[config.mk]
export PLATFORM = sky130hd
export DESIGN_NAME = axi_wr_arbiter_flat
export DESIGN_NICKNAME = d
export VERILOG_FILES = /design/src/rtl/axi_wr_arbiter_if.sv /design/src/rtl/axi_wr_arbiter.sv /design/src/flat_wrapper.sv
export SDC_FILE = /design/constraint.sdc
export NUM_CORES = 1
export LEC_CHECK = 0
export ABC_CLOCK_PERIOD_IN_PS = 2100
export CELL_PAD_IN_SITES_DETAIL_PLACEMENT = 1
export CELL_PAD_IN_SITES_GLOBAL_PLACEMENT = 1
export CORE_UTILIZATION = 21
export DETAILED_ROUTE_END_ITERATION = 10
export GPL_ROUTABILITY_DRIVEN = 0
export PLACE_DENSITY = 0.76
export SYNTH_ARGS = -nofsm -noshare
export SYNTH_HDL_FRONTEND = slang
export SYNTH_SLANG_ARGS = --single-unit
[constraint.sdc]
create_clock -name ACLK -period 2.1 [get_ports ACLK]
set_input_delay 0.21 -clock ACLK [delete_from_list [all_inputs] [get_ports ACLK]]
set_output_delay 0.21 -clock ACLK [all_outputs]
set_load 0.02 [all_outputs]
[src/rtl/axi_wr_arbiter_if.sv]
// Bus bundle for the two-requester AXI write arbiter: per-requester S_* slices
// toward the requesters and a single M_* write channel toward the memory slave.
interface axi_wr_arbiter_if #(
    parameter int ID_WIDTH   = 4,
    parameter int ADDR_WIDTH = 32,
    parameter int DATA_WIDTH = 32
) ();
    logic [1:0][ID_WIDTH-1:0]     S_AWID;
    logic [1:0][ADDR_WIDTH-1:0]   S_AWADDR;
    logic [1:0][7:0]              S_AWLEN;
    logic [1:0][2:0]              S_AWSIZE;
    logic [1:0][1:0]              S_AWBURST;
    logic [1:0]                   S_AWVALID;
    logic [1:0]                   S_AWREADY;
    logic [1:0][DATA_WIDTH-1:0]   S_WDATA;
    logic [1:0][DATA_WIDTH/8-1:0] S_WSTRB;
    logic [1:0]                   S_WLAST;
    logic [1:0]                   S_WVALID;
    logic [1:0]                   S_WREADY;
    logic [ID_WIDTH-1:0]          S_BID;
    logic [1:0]                   S_BRESP;
    logic [1:0]                   S_BVALID;
    logic [1:0]                   S_BREADY;

    logic [ID_WIDTH-1:0]          M_AWID;
    logic [ADDR_WIDTH-1:0]        M_AWADDR;
    logic [7:0]                   M_AWLEN;
    logic [2:0]                   M_AWSIZE;
    logic [1:0]                   M_AWBURST;
    logic                         M_AWVALID;
    logic                         M_AWREADY;
    logic [DATA_WIDTH-1:0]        M_WDATA;
    logic [DATA_WIDTH/8-1:0]      M_WSTRB;
    logic                         M_WLAST;
    logic                         M_WVALID;
    logic                         M_WREADY;
    logic [ID_WIDTH-1:0]          M_BID;
    logic [1:0]                   M_BRESP;
    logic                         M_BVALID;
    logic                         M_BREADY;

    // Arbiter side.
    modport slave (
        input  S_AWID, S_AWADDR, S_AWLEN, S_AWSIZE, S_AWBURST, S_AWVALID,
        input  S_WDATA, S_WSTRB, S_WLAST, S_WVALID, S_BREADY,
        output S_AWREADY, S_WREADY, S_BID, S_BRESP, S_BVALID,
        output M_AWID, M_AWADDR, M_AWLEN, M_AWSIZE, M_AWBURST, M_AWVALID,
        output M_WDATA, M_WSTRB, M_WLAST, M_WVALID, M_BREADY,
        input  M_AWREADY, M_WREADY, M_BID, M_BRESP, M_BVALID
    );

    // Environment side: requesters plus memory slave.
    modport master (
        output S_AWID, S_AWADDR, S_AWLEN, S_AWSIZE, S_AWBURST, S_AWVALID,
        output S_WDATA, S_WSTRB, S_WLAST, S_WVALID, S_BREADY,
        input  S_AWREADY, S_WREADY, S_BID, S_BRESP, S_BVALID,
        input  M_AWID, M_AWADDR, M_AWLEN, M_AWSIZE, M_AWBURST, M_AWVALID,
        input  M_WDATA, M_WSTRB, M_WLAST, M_WVALID, M_BREADY,
        output M_AWREADY, M_WREADY, M_BID, M_BRESP, M_BVALID
    );
endinterface

[src/rtl/axi_wr_arbiter.sv]
// Two-requester AXI write arbiter: one transaction in flight, round-robin on
// contention, W/B pass-through to the owner, locally generated WLAST.
module axi_wr_arbiter #(
    parameter int ID_WIDTH   = 4,
    parameter int ADDR_WIDTH = 32,
    parameter int DATA_WIDTH = 32
) (
    input  logic            ACLK,
    input  logic            ARESETn,
    axi_wr_arbiter_if.slave bus,
    output logic [1:0]      GNT,
    output logic            LEN_ERR
);
    localparam int NUM_REQ = 2;

    typedef enum logic [1:0] {IDLE, ADDR, DATA, RESP} state_t;

    state_t                  state;
    logic                    ptr, gidx, win, any_vld, wlast_exp, w_hs, b_hs;
    logic [7:0]              beats;
    logic [ID_WIDTH-1:0]     awid_q;
    logic [ADDR_WIDTH-1:0]   awaddr_q;
    logic [7:0]              awlen_q;
    logic [2:0]              awsize_q;
    logic [1:0]              awburst_q;
    logic                    awvalid_q;
    logic [DATA_WIDTH-1:0]   wdata_sel;
    logic [DATA_WIDTH/8-1:0] wstrb_sel;
    logic [NUM_REQ-1:0]      awready, wready, bvalid;

    // Lone requester always wins; PTR only breaks ties.
    assign any_vld   = |bus.S_AWVALID;
    assign win       = (&bus.S_AWVALID) ? ptr : ~bus.S_AWVALID[0];
    assign wlast_exp = (beats == awlen_q);

    assign wdata_sel = bus.S_WDATA[gidx];
    assign wstrb_sel = bus.S_WSTRB[gidx];

    assign bus.M_AWID    = awid_q;
    assign bus.M_AWADDR  = awaddr_q;
    assign bus.M_AWLEN   = awlen_q;
    assign bus.M_AWSIZE  = awsize_q;
    assign bus.M_AWBURST = awburst_q;
    assign bus.M_AWVALID = awvalid_q;

    assign bus.M_WDATA   = wdata_sel;
    assign bus.M_WSTRB   = wstrb_sel;
    assign bus.M_WVALID  = (state == DATA) && bus.S_WVALID[gidx];
    assign bus.M_WLAST   = (state == DATA) && wlast_exp;
    assign w_hs          = bus.M_WVALID && bus.M_WREADY;

    assign bus.M_BREADY  = (state == RESP) && bus.S_BREADY[gidx];
    assign b_hs          = bus.M_BVALID && bus.M_BREADY;
    assign bus.S_BID     = bus.M_BID;
    assign bus.S_BRESP   = bus.M_BRESP;

    always_comb begin
        awready = '0;
        wready  = '0;
        bvalid  = '0;
        for (int r = 0; r < NUM_REQ; r++) begin
            awready[r] = (state == IDLE) && any_vld && (win == 1'(r));
            wready[r]  = (state == DATA) && (gidx == 1'(r)) && bus.M_WREADY;
            bvalid[r]  = (state == RESP) && (gidx == 1'(r)) && bus.M_BVALID;
        end
    end

    assign bus.S_AWREADY = awready;
    assign bus.S_WREADY  = wready;
    assign bus.S_BVALID  = bvalid;

    always_ff @(posedge ACLK) begin
        if (!ARESETn) begin
            state     <= IDLE;
            ptr       <= 1'b0;
            gidx      <= 1'b0;
            GNT       <= 2'b00;
            beats     <= '0;
            awvalid_q <= 1'b0;
            awid_q    <= '0;
            awaddr_q  <= '0;
            awlen_q   <= '0;
            awsize_q  <= '0;
            awburst_q <= '0;
            LEN_ERR   <= 1'b0;
        end else begin
            LEN_ERR <= 1'b0;
            case (state)
                IDLE: if (any_vld) begin
                    gidx      <= win;
                    GNT       <= win ? 2'b10 : 2'b01;
                    beats     <= '0;
                    awid_q    <= bus.S_AWID[win];
                    awaddr_q  <= bus.S_AWADDR[win];
                    awlen_q   <= bus.S_AWLEN[win];
                    awsize_q  <= bus.S_AWSIZE[win];
                    awburst_q <= bus.S_AWBURST[win];
                    awvalid_q <= 1'b1;
                    state     <= ADDR;
                end
                ADDR: if (bus.M_AWREADY) begin
                    awvalid_q <= 1'b0;
                    state     <= DATA;
                end
                // Beat count, not requester WLAST, ends the burst; mismatch is only flagged.
                DATA: if (w_hs) begin
                    beats <= beats + 8'd1;
                    if (bus.S_WLAST[gidx] != wlast_exp) LEN_ERR <= 1'b1;
                    if (wlast_exp) state <= RESP;
                end
                RESP: if (b_hs) begin
                    state <= IDLE;
                    ptr   <= ~gidx;
                    GNT   <= 2'b00;
                end
                default: state <= IDLE;
            endcase
        end
    end
endmodule

[src/flat_wrapper.sv]
// flat-port wrapper written by rule: the top's interface ports become plain ports
module axi_wr_arbiter_flat 
#(
    parameter int ID_WIDTH   = 4,
    parameter int ADDR_WIDTH = 32,
    parameter int DATA_WIDTH = 32
)
  (ACLK, ARESETn, GNT, LEN_ERR, bus_S_AWID, bus_S_AWADDR, bus_S_AWLEN, bus_S_AWSIZE, bus_S_AWBURST, bus_S_AWVALID, bus_S_WDATA, bus_S_WSTRB, bus_S_WLAST, bus_S_WVALID, bus_S_BREADY, bus_S_AWREADY, bus_S_WREADY, bus_S_BID, bus_S_BRESP, bus_S_BVALID, bus_M_AWID, bus_M_AWADDR, bus_M_AWLEN, bus_M_AWSIZE, bus_M_AWBURST, bus_M_AWVALID, bus_M_WDATA, bus_M_WSTRB, bus_M_WLAST, bus_M_WVALID, bus_M_BREADY, bus_M_AWREADY, bus_M_WREADY, bus_M_BID, bus_M_BRESP, bus_M_BVALID);
  axi_wr_arbiter_if #(.ID_WIDTH(ID_WIDTH), .ADDR_WIDTH(ADDR_WIDTH), .DATA_WIDTH(DATA_WIDTH)) bus_i ();
  input  logic ACLK;
  input  logic ARESETn;
  output logic [1:0] GNT;
  output logic LEN_ERR;
  input wire logic [$bits(bus_i.S_AWID)-1:0] bus_S_AWID;
  input wire logic [$bits(bus_i.S_AWADDR)-1:0] bus_S_AWADDR;
  input wire logic [$bits(bus_i.S_AWLEN)-1:0] bus_S_AWLEN;
  input wire logic [$bits(bus_i.S_AWSIZE)-1:0] bus_S_AWSIZE;
  input wire logic [$bits(bus_i.S_AWBURST)-1:0] bus_S_AWBURST;
  input wire logic [$bits(bus_i.S_AWVALID)-1:0] bus_S_AWVALID;
  input wire logic [$bits(bus_i.S_WDATA)-1:0] bus_S_WDATA;
  input wire logic [$bits(bus_i.S_WSTRB)-1:0] bus_S_WSTRB;
  input wire logic [$bits(bus_i.S_WLAST)-1:0] bus_S_WLAST;
  input wire logic [$bits(bus_i.S_WVALID)-1:0] bus_S_WVALID;
  input wire logic [$bits(bus_i.S_BREADY)-1:0] bus_S_BREADY;
  output wire logic [$bits(bus_i.S_AWREADY)-1:0] bus_S_AWREADY;
  output wire logic [$bits(bus_i.S_WREADY)-1:0] bus_S_WREADY;
  output wire logic [$bits(bus_i.S_BID)-1:0] bus_S_BID;
  output wire logic [$bits(bus_i.S_BRESP)-1:0] bus_S_BRESP;
  output wire logic [$bits(bus_i.S_BVALID)-1:0] bus_S_BVALID;
  output wire logic [$bits(bus_i.M_AWID)-1:0] bus_M_AWID;
  output wire logic [$bits(bus_i.M_AWADDR)-1:0] bus_M_AWADDR;
  output wire logic [$bits(bus_i.M_AWLEN)-1:0] bus_M_AWLEN;
  output wire logic [$bits(bus_i.M_AWSIZE)-1:0] bus_M_AWSIZE;
  output wire logic [$bits(bus_i.M_AWBURST)-1:0] bus_M_AWBURST;
  output wire logic [$bits(bus_i.M_AWVALID)-1:0] bus_M_AWVALID;
  output wire logic [$bits(bus_i.M_WDATA)-1:0] bus_M_WDATA;
  output wire logic [$bits(bus_i.M_WSTRB)-1:0] bus_M_WSTRB;
  output wire logic [$bits(bus_i.M_WLAST)-1:0] bus_M_WLAST;
  output wire logic [$bits(bus_i.M_WVALID)-1:0] bus_M_WVALID;
  output wire logic [$bits(bus_i.M_BREADY)-1:0] bus_M_BREADY;
  input wire logic [$bits(bus_i.M_AWREADY)-1:0] bus_M_AWREADY;
  input wire logic [$bits(bus_i.M_WREADY)-1:0] bus_M_WREADY;
  input wire logic [$bits(bus_i.M_BID)-1:0] bus_M_BID;
  input wire logic [$bits(bus_i.M_BRESP)-1:0] bus_M_BRESP;
  input wire logic [$bits(bus_i.M_BVALID)-1:0] bus_M_BVALID;
  assign bus_i.S_AWID = bus_S_AWID;
  assign bus_i.S_AWADDR = bus_S_AWADDR;
  assign bus_i.S_AWLEN = bus_S_AWLEN;
  assign bus_i.S_AWSIZE = bus_S_AWSIZE;
  assign bus_i.S_AWBURST = bus_S_AWBURST;
  assign bus_i.S_AWVALID = bus_S_AWVALID;
  assign bus_i.S_WDATA = bus_S_WDATA;
  assign bus_i.S_WSTRB = bus_S_WSTRB;
  assign bus_i.S_WLAST = bus_S_WLAST;
  assign bus_i.S_WVALID = bus_S_WVALID;
  assign bus_i.S_BREADY = bus_S_BREADY;
  assign bus_S_AWREADY = bus_i.S_AWREADY;
  assign bus_S_WREADY = bus_i.S_WREADY;
  assign bus_S_BID = bus_i.S_BID;
  assign bus_S_BRESP = bus_i.S_BRESP;
  assign bus_S_BVALID = bus_i.S_BVALID;
  assign bus_M_AWID = bus_i.M_AWID;
  assign bus_M_AWADDR = bus_i.M_AWADDR;
  assign bus_M_AWLEN = bus_i.M_AWLEN;
  assign bus_M_AWSIZE = bus_i.M_AWSIZE;
  assign bus_M_AWBURST = bus_i.M_AWBURST;
  assign bus_M_AWVALID = bus_i.M_AWVALID;
  assign bus_M_WDATA = bus_i.M_WDATA;
  assign bus_M_WSTRB = bus_i.M_WSTRB;
  assign bus_M_WLAST = bus_i.M_WLAST;
  assign bus_M_WVALID = bus_i.M_WVALID;
  assign bus_M_BREADY = bus_i.M_BREADY;
  assign bus_i.M_AWREADY = bus_M_AWREADY;
  assign bus_i.M_WREADY = bus_M_WREADY;
  assign bus_i.M_BID = bus_M_BID;
  assign bus_i.M_BRESP = bus_M_BRESP;
  assign bus_i.M_BVALID = bus_M_BVALID;
  axi_wr_arbiter #(.ID_WIDTH(ID_WIDTH), .ADDR_WIDTH(ADDR_WIDTH), .DATA_WIDTH(DATA_WIDTH)) u_core (.ACLK(ACLK), .ARESETn(ARESETn), .bus(bus_i), .GNT(GNT), .LEN_ERR(LEN_ERR));
endmodule
==> results.toml <==
[status]
outcome = "complete, no violations"

[power]
p_per_area_nw_per_um2 = 927
p_sw_share_pct = 33.5
pwr-share-clk_pct = 27.4
cell_internal_pwr_uw = 4170
p_sw_uw = 2100
pwr-share-comb_pct = 45.5
power_leakage_uw = 0.00280
power.share.sequential_pct = 27.0
ir_drop_mv = 0.406

[sta]
rsz0062_at_grt = "no"
finalClockSkew_ns = 0.00453
fin_crit_ns = 2.04
max-slew-margin-rel_pct = 66.0
final-setup-viol-count = 0
finalMaxSlewViolations = 0
clock.fmax_ghz = 0.491
setup_tns_ns = 0
setup_slack_ns = 0.0613
finalCritPeriodShare_pct = 97.1
finalHoldViolCount = 0
worst_pin_slew_ns = 0.506

[yosys]
synth_edf_count = 0
synth_top_cell_by_area = "dfxtp_1"
ys_seq_area_share_pct = 39.4
ys_seq_elements = 65
ys_async_sr_fraction_pct = 0
synth_area_um2 = 3300
syn_area_per_cell_um2 = 9.85
synth_top_area_share_pct = 39.4
synth_cells = 335
yosys_warnings = 0
synth.net_count = 530
synth_top_cells_by_area = "dfxtp_1 39%, mux2_2 12%, a222oi_1 12%"
synth_most_common_cell = "dfxtp_1"
synth_common_cells = "65 x dfxtp_1, 38 x a222oi_1, 36 x mux2_2"
ys_types = 39
synth_ff_type = "dfxtp_1"

[floorplan]
initial_utilization_pct = 21.6
die_area_um2 = 16200
die_w_um = 127
num_rows = 45
die_h_um = 127
ios = 293
core_area_um2 = 15300

[grt]
grt_pass1_vias = 4181
grt_pass1_wl_mm = 22.0
grt.busiest_layer = "met2"
grt_util_met3_pct = 5.40
grtUsageMet2_pct = 32.9
antenna_found_initial = 0
grt_use_total_pct = 17.7
grt_max_degree = 32
met1_usage_pct = 18.3
overflow = 0

[clock_tree]
clk_pin_slew_ns = 0.05
cts-buffers-inserted = 9
cts_tree = "done"
worstSkewPairLatency_ns = 0.33
cts.sinks = 65
clk_path_buf_depth = 2
htreeDepth = 3
cts_root_buffer = "clkbuf_16"

[hold_path]
min_to = "bus_S_BID[3]"
hold_class = "input port to output port"
min_from = "bus_M_BID[3]"
hold-path-cell-count = 0

[final_layout]
stdcell_count = 823
drive_above_1_share_pct = 12.3
antennaDiodeCount = 0
final_util_pct = 44.3
seqCellArea_um2 = 1300
area_growth_pct = 105
final_cell_area_um2 = 6760
fill_cells = 1685
multi_input_area_um2 = 1740
nets = 803

[setup_path]
rrSetupSlack_ns = 0.14
crit_chain = "buf_12, mux2_2, clkdlybuf4s50_1"
startpoint_type = "flip-flop"
slowest_stage = "clkdlybuf4s50_1"
worstReg2RegEnd = "u_core.bus.M_AWSIZE[1]$_SDFFE_PN0P_"
max_stage_delay_ns = 0.54
endpoint_kind = "output port"
reg2reg_from = "u_core.state[0]$_SDFFE_PN0P_"
crit_buf_inv = 2
cp_max_fo = 29
cp.required_ns = 1.89
crit_type = "flip-flop to output port"
cp-startpoint = "u_core.gidx$_SDFFE_PN0P_"
r2r_cells = 9
path_delay_family = "buffers and inverters"
cp.arrival_ns = 1.83

[placement]
postPlaceCellArea_um2 = 6380
pre_cts_ws_ns = 0.0666
dp_hpwl_mm = 11.7
dp.cells = 808
portBuffers = 280

[route]
routed_wl_mm = 14.7
ant_nets = 0
routedWlPerCell_um = 17.9
drc_errors = 0
viasPerCell = 4.67
dr.pass1.iters = 6
vias = 3841
first_iter_violations = 220

[job]
max_cap_violations = 0
## worst register-to-register path: cells and delay by family (launching register included)
family | cells | cell delay (ns)
fa+ha+maj | 1 | 0.23
compound gates | 2 | 0.40
buf+inv | 4 | 0.56
flops | 1 | 0.37
simple gates | 2 | 0.27
## cell type report
| type | instances | area share [%] |
|---|---|---|
| Tap cell | 211 | 3.91 |
| Clock buffer | 10 | 3.54 |
| Sequential cell | 65 | 19.3 |
| Multi-Input combinational cell | 205 | 25.8 |
| Timing Repair Buffer | 296 | 44.2 |
| Clock inverter | 5 | 1.54 |
| Inverter | 31 | 1.72 |
## sequential cells by signal (all words and copies together), names as in the netlist
signal	flops
u_core.bus.M_AWADDR	32
u_core.beats	8
u_core.bus.M_AWLEN	8
u_core.bus.M_AWID	4
u_core.bus.M_AWSIZE	3
u_core.GNT	2
u_core.bus.M_AWBURST	2
u_core.state	2
u_core.LEN_ERR	1
u_core.bus.M_AWVALID	1
u_core.gidx	1
u_core.ptr	1
## logic make-up (layout without fill, tap and decap cells)
| logic type | Yosys count | in the layout | share of synthesized area, % |
|---|---|---|---|
| AO/OA/AOI/OAI | 76 | 76 | 20.6 |
| XOR/XNOR | 15 | 15 | 3.98 |
| adder cells (fa/ha/maj) | 6 | 6 | 2.27 |
| buffers and inverters | 65 | 342 | 8.57 |
| flip-flops | 65 | 65 | 39.4 |
| multiplexers | 42 | 42 | 14.1 |
| AND/OR/NAND/NOR | 66 | 66 | 11.0 |
## worst max-delay path by stage
| stage | cells past startpoint | endpoint | slack, ns |
|---|---|---|---|
| floorplan | 9 | u_core.bus.M_AWADDR[0]$_SDFFE_PN0P_ | 0.31 |
| global route | 3 | bus_M_WDATA[19] | 0.00009 |
| finish | 3 | bus_M_WDATA[19] | 0.06 |
| detailed placement | 6 | u_core.state[1]$_SDFFE_PN0P_ | 0.07 |
| CTS | 3 | bus_M_WDATA[6] | 0.001 |
| global placement | 6 | u_core.state[1]$_SDFFE_PN0P_ | 0.16 |
## repair_timing
item	4_1_cts	5_1_grt
buffers inserted	0	0
pin swaps	0	1
hold buffers	0	0
gates resized for setup	8	14
endpoints found under the hold margin	0	0
endpoints found under the setup margin	6	21
## cells in the final DEF (no fill, tap or decap), types with 4 or more instances in the layout
cell type / count
clkdlybuf4s50_1: 265
dfxtp_1: 64
a222oi_1: 38
mux2_2: 36
inv_1: 31
a22o_1: 22
nor2b_1: 19
xor2_1: 14
nor2_1: 12
nand2_1: 11
buf_4: 11
clkbuf_16: 9
dlymetal6s2s_1: 8
dlygate4sd2_1: 6
mux2i_1: 5
and3_1: 4
nand4_1: 4
ha_1: 4
buf_12: 4
## through the flow
stage                     hold WS, ns  power [uW]
after floorplan                 0.325        3110
after global placement          0.420        4510
after detailed placement        0.420        4590
after CTS                       0.420        6340
after global routing            0.420        6590
final                           0.420        6270
## power by group through the flow
| stage | logic [uW] | clock network, uW | registers [uW] |
|---|---|---|---|
| final | 2850 | 1720 | 1690 |
| after global routing | 3040 | 1820 | 1720 |
| after CTS | 2880 | 1760 | 1700 |
| after detailed placement | 2880 | 0 | 1710 |
| after global placement | 2800 | 0 | 1700 |
| after floorplan | 1140 | 0 | 1970 |
## per-layer routing
layer	vias up	part of all wire, %	wire length [um]
met2	185	52	7620
met5	-	0	0
met1	1841	38	5600
li1	1789	-	-
met4	0	2.2	331
met3	26	7.9	1170
Power figures use the tool's default switching activity.
